<file path="config.mk">
export PLATFORM = sky130hd
export DESIGN_NAME = mux_nx1_flop_rr
export DESIGN_NICKNAME = d
export VERILOG_FILES = /design/src/rtl/mux_nx1_flop_rr_pkg.sv /design/src/rtl/mux_nx1_flop_rr_rr_arbiter.sv /design/src/rtl/mux_nx1_flop_rr.sv
export SDC_FILE = /design/constraint.sdc
export NUM_CORES = 1
export LEC_CHECK = 0
export CORE_AREA = 2 2 39 41
export CTS_BUF_LIST = sky130_fd_sc_hd__clkbuf_8
export DETAILED_ROUTE_END_ITERATION = 8
export DIE_AREA = 0 0 41 43
export PLACE_DENSITY = 0.81
export SLEW_MARGIN = 20
export SYNTH_ARGS = -nofsm -noshare
export SYNTH_HDL_FRONTEND = slang
export SYNTH_HIERARCHICAL = 1
export SYNTH_SLANG_ARGS = --single-unit
</file>
<file path="constraint.sdc">
create_clock -name clk -period 6.5 [get_ports clk]
set_clock_uncertainty 0.15 [all_clocks]
set_input_delay 1.3 -clock clk [delete_from_list [all_inputs] [get_ports clk]]
set_output_delay 1.3 -clock clk [all_outputs]
set_load 0.01 [all_outputs]
</file>
<file path="src/rtl/mux_nx1_flop_rr_pkg.sv">
// Shared definitions for the N-channel registered mux: mode encodings,
// default sizing and the modulo-CHANNELS index helper.
package mux_nx1_flop_rr_pkg;

   typedef enum logic {
      MODE_MANUAL = 1'b0,
      MODE_RR     = 1'b1
   } mode_e;

   localparam int DEF_WIDTH    = 2;
   localparam int DEF_CHANNELS = 4;

   // idx is always below 2*n here, so one conditional subtract gives idx mod n
   function automatic int wrap_idx(input int idx, input int n);
      return (idx >= n) ? idx - n : idx;
   endfunction

endpackage

</file>
<file path="src/rtl/mux_nx1_flop_rr_rr_arbiter.sv">
// Combinational round-robin search: first valid channel after ptr,
// wrapping modulo CHANNELS and ending at ptr itself.
module rr_arbiter
   import mux_nx1_flop_rr_pkg::*;
#(
   parameter  int CHANNELS = DEF_CHANNELS,
   localparam int SEL_W    = $clog2(CHANNELS)
) (
   input  logic [CHANNELS-1:0] in_valid,
   input  logic [SEL_W-1:0]    ptr,
   output logic [SEL_W-1:0]    grant_idx,
   output logic                grant_any
);

   int idx;

   // Walk from the farthest offset down so the nearest valid channel
   // after ptr is the last (winning) assignment.
   always_comb begin
      grant_idx = ptr;
      grant_any = 1'b0;
      idx       = 0;
      for (int off = CHANNELS; off >= 1; off--) begin
         idx = wrap_idx(int'(ptr) + off, CHANNELS);
         if (in_valid[idx]) begin
            grant_any = 1'b1;
            grant_idx = SEL_W'(idx);
         end
      end
   end

endmodule

</file>
<file path="src/rtl/mux_nx1_flop_rr.sv">
// N-channel, W-bit registered mux with manual and round-robin selection;
// data, valid and served index all leave from flops.
module mux_nx1_flop_rr
   import mux_nx1_flop_rr_pkg::*;
#(
   parameter  int WIDTH    = DEF_WIDTH,
   parameter  int CHANNELS = DEF_CHANNELS,
   localparam int SEL_W    = $clog2(CHANNELS)
) (
   input  logic                      clk,
   input  logic                      reset_L,
   input  logic                      enable,
   input  logic                      mode,
   input  logic [SEL_W-1:0]          selector,
   input  logic [CHANNELS-1:0]       in_valid,
   input  logic [CHANNELS*WIDTH-1:0] data_in,
   output logic [WIDTH-1:0]          data_out,
   output logic                      valid_out,
   output logic [SEL_W-1:0]          sel_out
);

   logic [WIDTH-1:0] data_q,  data_d;
   logic             valid_q, valid_d;
   logic [SEL_W-1:0] sel_q,   sel_d;
   logic [SEL_W-1:0] ptr_q,   ptr_d;
   logic [SEL_W-1:0] grant_idx;
   logic             grant_any;

   rr_arbiter #(.CHANNELS(CHANNELS)) u_arb (
      .in_valid  (in_valid),
      .ptr       (ptr_q),
      .grant_idx (grant_idx),
      .grant_any (grant_any)
   );

   always_comb begin
      data_d  = data_q;
      valid_d = valid_q;
      sel_d   = sel_q;
      ptr_d   = ptr_q;
      if (enable) begin
         if (mode == MODE_MANUAL) begin
            sel_d = selector;
            // Unused selector codes exist when CHANNELS is not a power of two
            if (32'(selector) < 32'(CHANNELS)) begin
               data_d  = data_in[int'(selector)*WIDTH +: WIDTH];
               valid_d = in_valid[selector];
            end else begin
               data_d  = '0;
               valid_d = 1'b0;
            end
         end else begin
            valid_d = grant_any;
            if (grant_any) begin
               data_d = data_in[int'(grant_idx)*WIDTH +: WIDTH];
               sel_d  = grant_idx;
               ptr_d  = grant_idx;
            end
         end
      end
   end

   // ptr resets to the last channel so the first search starts at channel 0
   always_ff @(posedge clk or negedge reset_L) begin
      if (!reset_L) begin
         data_q  <= '0;
         valid_q <= 1'b0;
         sel_q   <= '0;
         ptr_q   <= SEL_W'(CHANNELS-1);
      end else begin
         data_q  <= data_d;
         valid_q <= valid_d;
         sel_q   <= sel_d;
         ptr_q   <= ptr_d;
      end
   end

   assign data_out  = data_q;
   assign valid_out = valid_q;
   assign sel_out   = sel_q;

endmodule
</file>
==> flow_metrics.py <==
metrics = {
    "global_route": {
        "grt_max_degree": 9,
        "grt_remaining_overflow": 0,
        "antenna_found_initial": 0,
        "grt_usage_pct": 14.9,
        "grt_pass1_vias": 387,
        "grt_pass1_wl_microns": 1690,
    },
    "drt": {
        "remaining_drc_errors": 0,
        "drtIter0Drc": 6,
        "avgViaCountPerCell": 5.20,
        "wl_microns": 1090,
        "postRouteAntennaNets": 0,
        "wire_per_inst_microns": 13.6,
        "drtPass1Iterations": 4,
        "vias": 416,
    },
    "critical_path": {
        "critPathKind": "in -> reg",
        "critPathMaxStageDelay_ns": 0.49,
        "path_buf_inv": 1,
        "cp_max_fo": 6,
        "required_ns": 6.46,
        "crit_slowest_cell": "clkdlybuf4s50_1",
        "crit_chain": "clkdlybuf4s50_1, mux2i_1, nor2_1, a221o_1, mux2_4, mux4_2, mux2_2",
        "arrival_ns": 3.31,
        "cp-end-kind": "register",
        "startpoint_type": "primary input",
        "critical-path-top-delay-family": "multiplexers",
    },
    "final_layout": {
        "layout-drive-gt1-share_pct": 25.0,
        "fillers": 129,
        "diodes": 0,
        "fin_nets": 83,
        "area_delta_synth_final_pct": 63.5,
    },
    "die": {
        "ioPinCount": 23,
        "initial_core_util_pct": 32.5,
        "coreArea_sq_um": 1380,
        "num_rows": 14,
        "fp.dieH_microns": 43,
        "design.die.area_sq_um": 1760,
        "die_w_microns": 41,
    },
    "clock_network": {
        "cts_setup_buffers": 0,
        "clock-root-buffer": "clkbuf_8",
        "cts_hold_buffers": 0,
        "cts_tree": "built",
        "htreeDepth": 1,
        "clockBufferDepth": 2,
        "cts_sinks": 7,
        "cts.repair.resized": 0,
        "cts_buffers": 3,
        "clk-insertion-delay-late_ns": 0.23,
        "path_clk_slew_ns": 0.04,
    },
    "synthesis": {
        "ys_seq_area_share_pct": 39.6,
        "synth.distinct_cells": 18,
        "syn_area_per_cell_sq_um": 11.8,
        "synth.most_common_cell": "mux2_2",
        "yosys_warnings": 6,
        "synth_edf_count": 0,
        "synth_top_area_cell": "dfrtp_1",
        "syn-instance-count": 38,
        "async_flop_share_pct": 100,
        "syn_nets": 56,
        "yosysTopAreaCellShare_pct": 27.9,
        "synthTopCellsByArea": "dfrtp_1 (28%), mux2_2 (18%), mux4_2 (15%), dfstp_2 (12%), inv_1 (4.2%)",
        "synthFlopType": "dfrtp_1",
        "ys_ff_latch": 7,
        "syn_area_sq_um": 449,
        "synth_common_cells": "mux2_2 (7), dfrtp_1 (5), inv_1 (5)",
    },
    "power": {
        "p_seq_share_pct": 33.3,
        "p_int_uw": 171,
        "power_uw": 241,
        "cellLeakagePower_uw": 0.000303,
        "vdd_drop_max_v": 0.000209,
        "p_comb_share_pct": 41.3,
        "netSwitchingFraction_pct": 29.2,
        "clock_power_share_pct": 25.4,
        "p_sw_uw": 70.5,
        "powerDensity_nw_per_um2": 329,
    },
    "sta": {
        "slew_viol_final": 0,
        "final.setup.tns_ns": 0,
        "rsz0062_at_grt": "no",
        "hold_violations": 0,
        "hold-worst-slack_ns": 0.352,
        "relSlewSlack_pct": 68.0,
        "fmax_mhz": 299,
        "finalCritPeriodShare_pct": 51.5,
        "tightest_slew_ns": 0.476,
        "period_minus_slack_ns": 3.35,
        "finalWorstSetupSlack_ns": 3.15,
        "finalSetupViolations": 0,
    },
    "min_path": {
        "min_path_type": "reg -> reg",
    },
    "placed_design": {
        "dp_hpwl_microns": 869,
        "place_ws_ns": 2.93,
        "portBuffers": 22,
        "globalplace.congestion": 0.861,
    },
    "job": {
        "maxCapViolCount": 0,
    },
    "status": {
        "status": "finished clean",
    },
}
==> metal layers <==
layer,global-route usage (%),vias up,part of all wire [%]
met5,0,-,0
met4,6.00,0,1.0
met1,16.5,197,38
li1,-,200,-
met2,23.8,17,55
met3,6.28,2,6.0
==> worst paths after layout <==
kind	from	end	slack [ns]	cells past startpoint
setup / recovery	in_valid[3]	data_out[1]$_DFFE_PN0P_	3.15	7
hold / removal	data_out[0]$_DFFE_PN0P_	data_out[0]$_DFFE_PN0P_	0.35	1
setup reg to reg	ptr_q[1]$_DFFE_PN1P_	data_out[1]$_DFFE_PN0P_	4.10	6
hold reg to reg	data_out[0]$_DFFE_PN0P_	data_out[0]$_DFFE_PN0P_	0.35	1
max in group asynchronous	reset_L	ptr_q[1]$_DFFE_PN1P_	4.72	1
min in group asynchronous	reset_L	data_out[0]$_DFFE_PN0P_	1.19	1
==> registers in the layout (all words and copies together), names as in the netlist <==
signal / flops
data_out: 2
ptr_q: 2
sel_out: 2
valid_out: 1
==> metrics by stage <==
| step | std cells | cell area, sq um | utilization, % |
|---|---|---|---|
| 3_5_place_dp | 76 | 689 | 49.8 |
| 2_1_floorplan | 38 | 449 | - |
| 4_1_cts | 80 | 734 | 53.1 |
| 3_3_place_gp | 76 | 689 | 49.8 |
| 5_1_grt | 80 | 734 | 53.1 |
| 6_report | 80 | 734 | 53.1 |
==> power by group through the flow <==
stage	Combinational (uW)	Sequential (uW)	Clock, uW
floorplan	52.3	83.3	0
finish	99.8	80.2	61.3
global placement	96.1	80.1	0
detailed placement	98.8	81.2	0
CTS	99.8	80.4	62.6
global route	107	83.5	66.4
==> cells in the final DEF (no fill, tap or decap), drive strengths merged <==
master         instances
clkdlybuf4s50         22
mux2                   8
inv                    6
dfrtp                  5
mux4                   3
clkbuf                 3
nor2                   2
o22ai                  2
dfstp                  2
a21oi                  2
nand3                  1
o21ai                  1
nor2b                  1
mux2i                  1
a221o                  1
or4                    1
a31oi                  1
nand2b                 1
nor3                   1
==> worst register-to-register path, delay by kind of cell (launching register included) <==
kind / cells / cell delay (ns)
muxes: 4 / 1.21
DFF: 1 / 0.59
AOI/OAI and AO/OA: 1 / 0.27
and+or+nand+nor: 1 / 0.06
==> final cells by class <==
| class | instances | area, sq um | area share, % |
|---|---|---|---|
| clock buffers | 3 | 41.3 | 5.62 |
| clock inverters | 1 | 3.75 | 0.511 |
| inverters | 5 | 18.8 | 2.56 |
| multi-input cells | 26 | 253 | 34.4 |
| flip-flops and latches | 7 | 178 | 24.2 |
| well taps | 16 | 20.0 | 2.73 |
| repair buffers | 22 | 220 | 30.0 |
==> cells by family after synthesis <==
family                 share of synthesized area (%)
AO/OA/AOI/OAI                                   9.75
buffers and inverters                           4.18
flip-flops                                      39.6
multiplexers                                    38.2
AND/OR/NAND/NOR                                 8.36
Note: power is estimated with default switching activity, not from simulation.
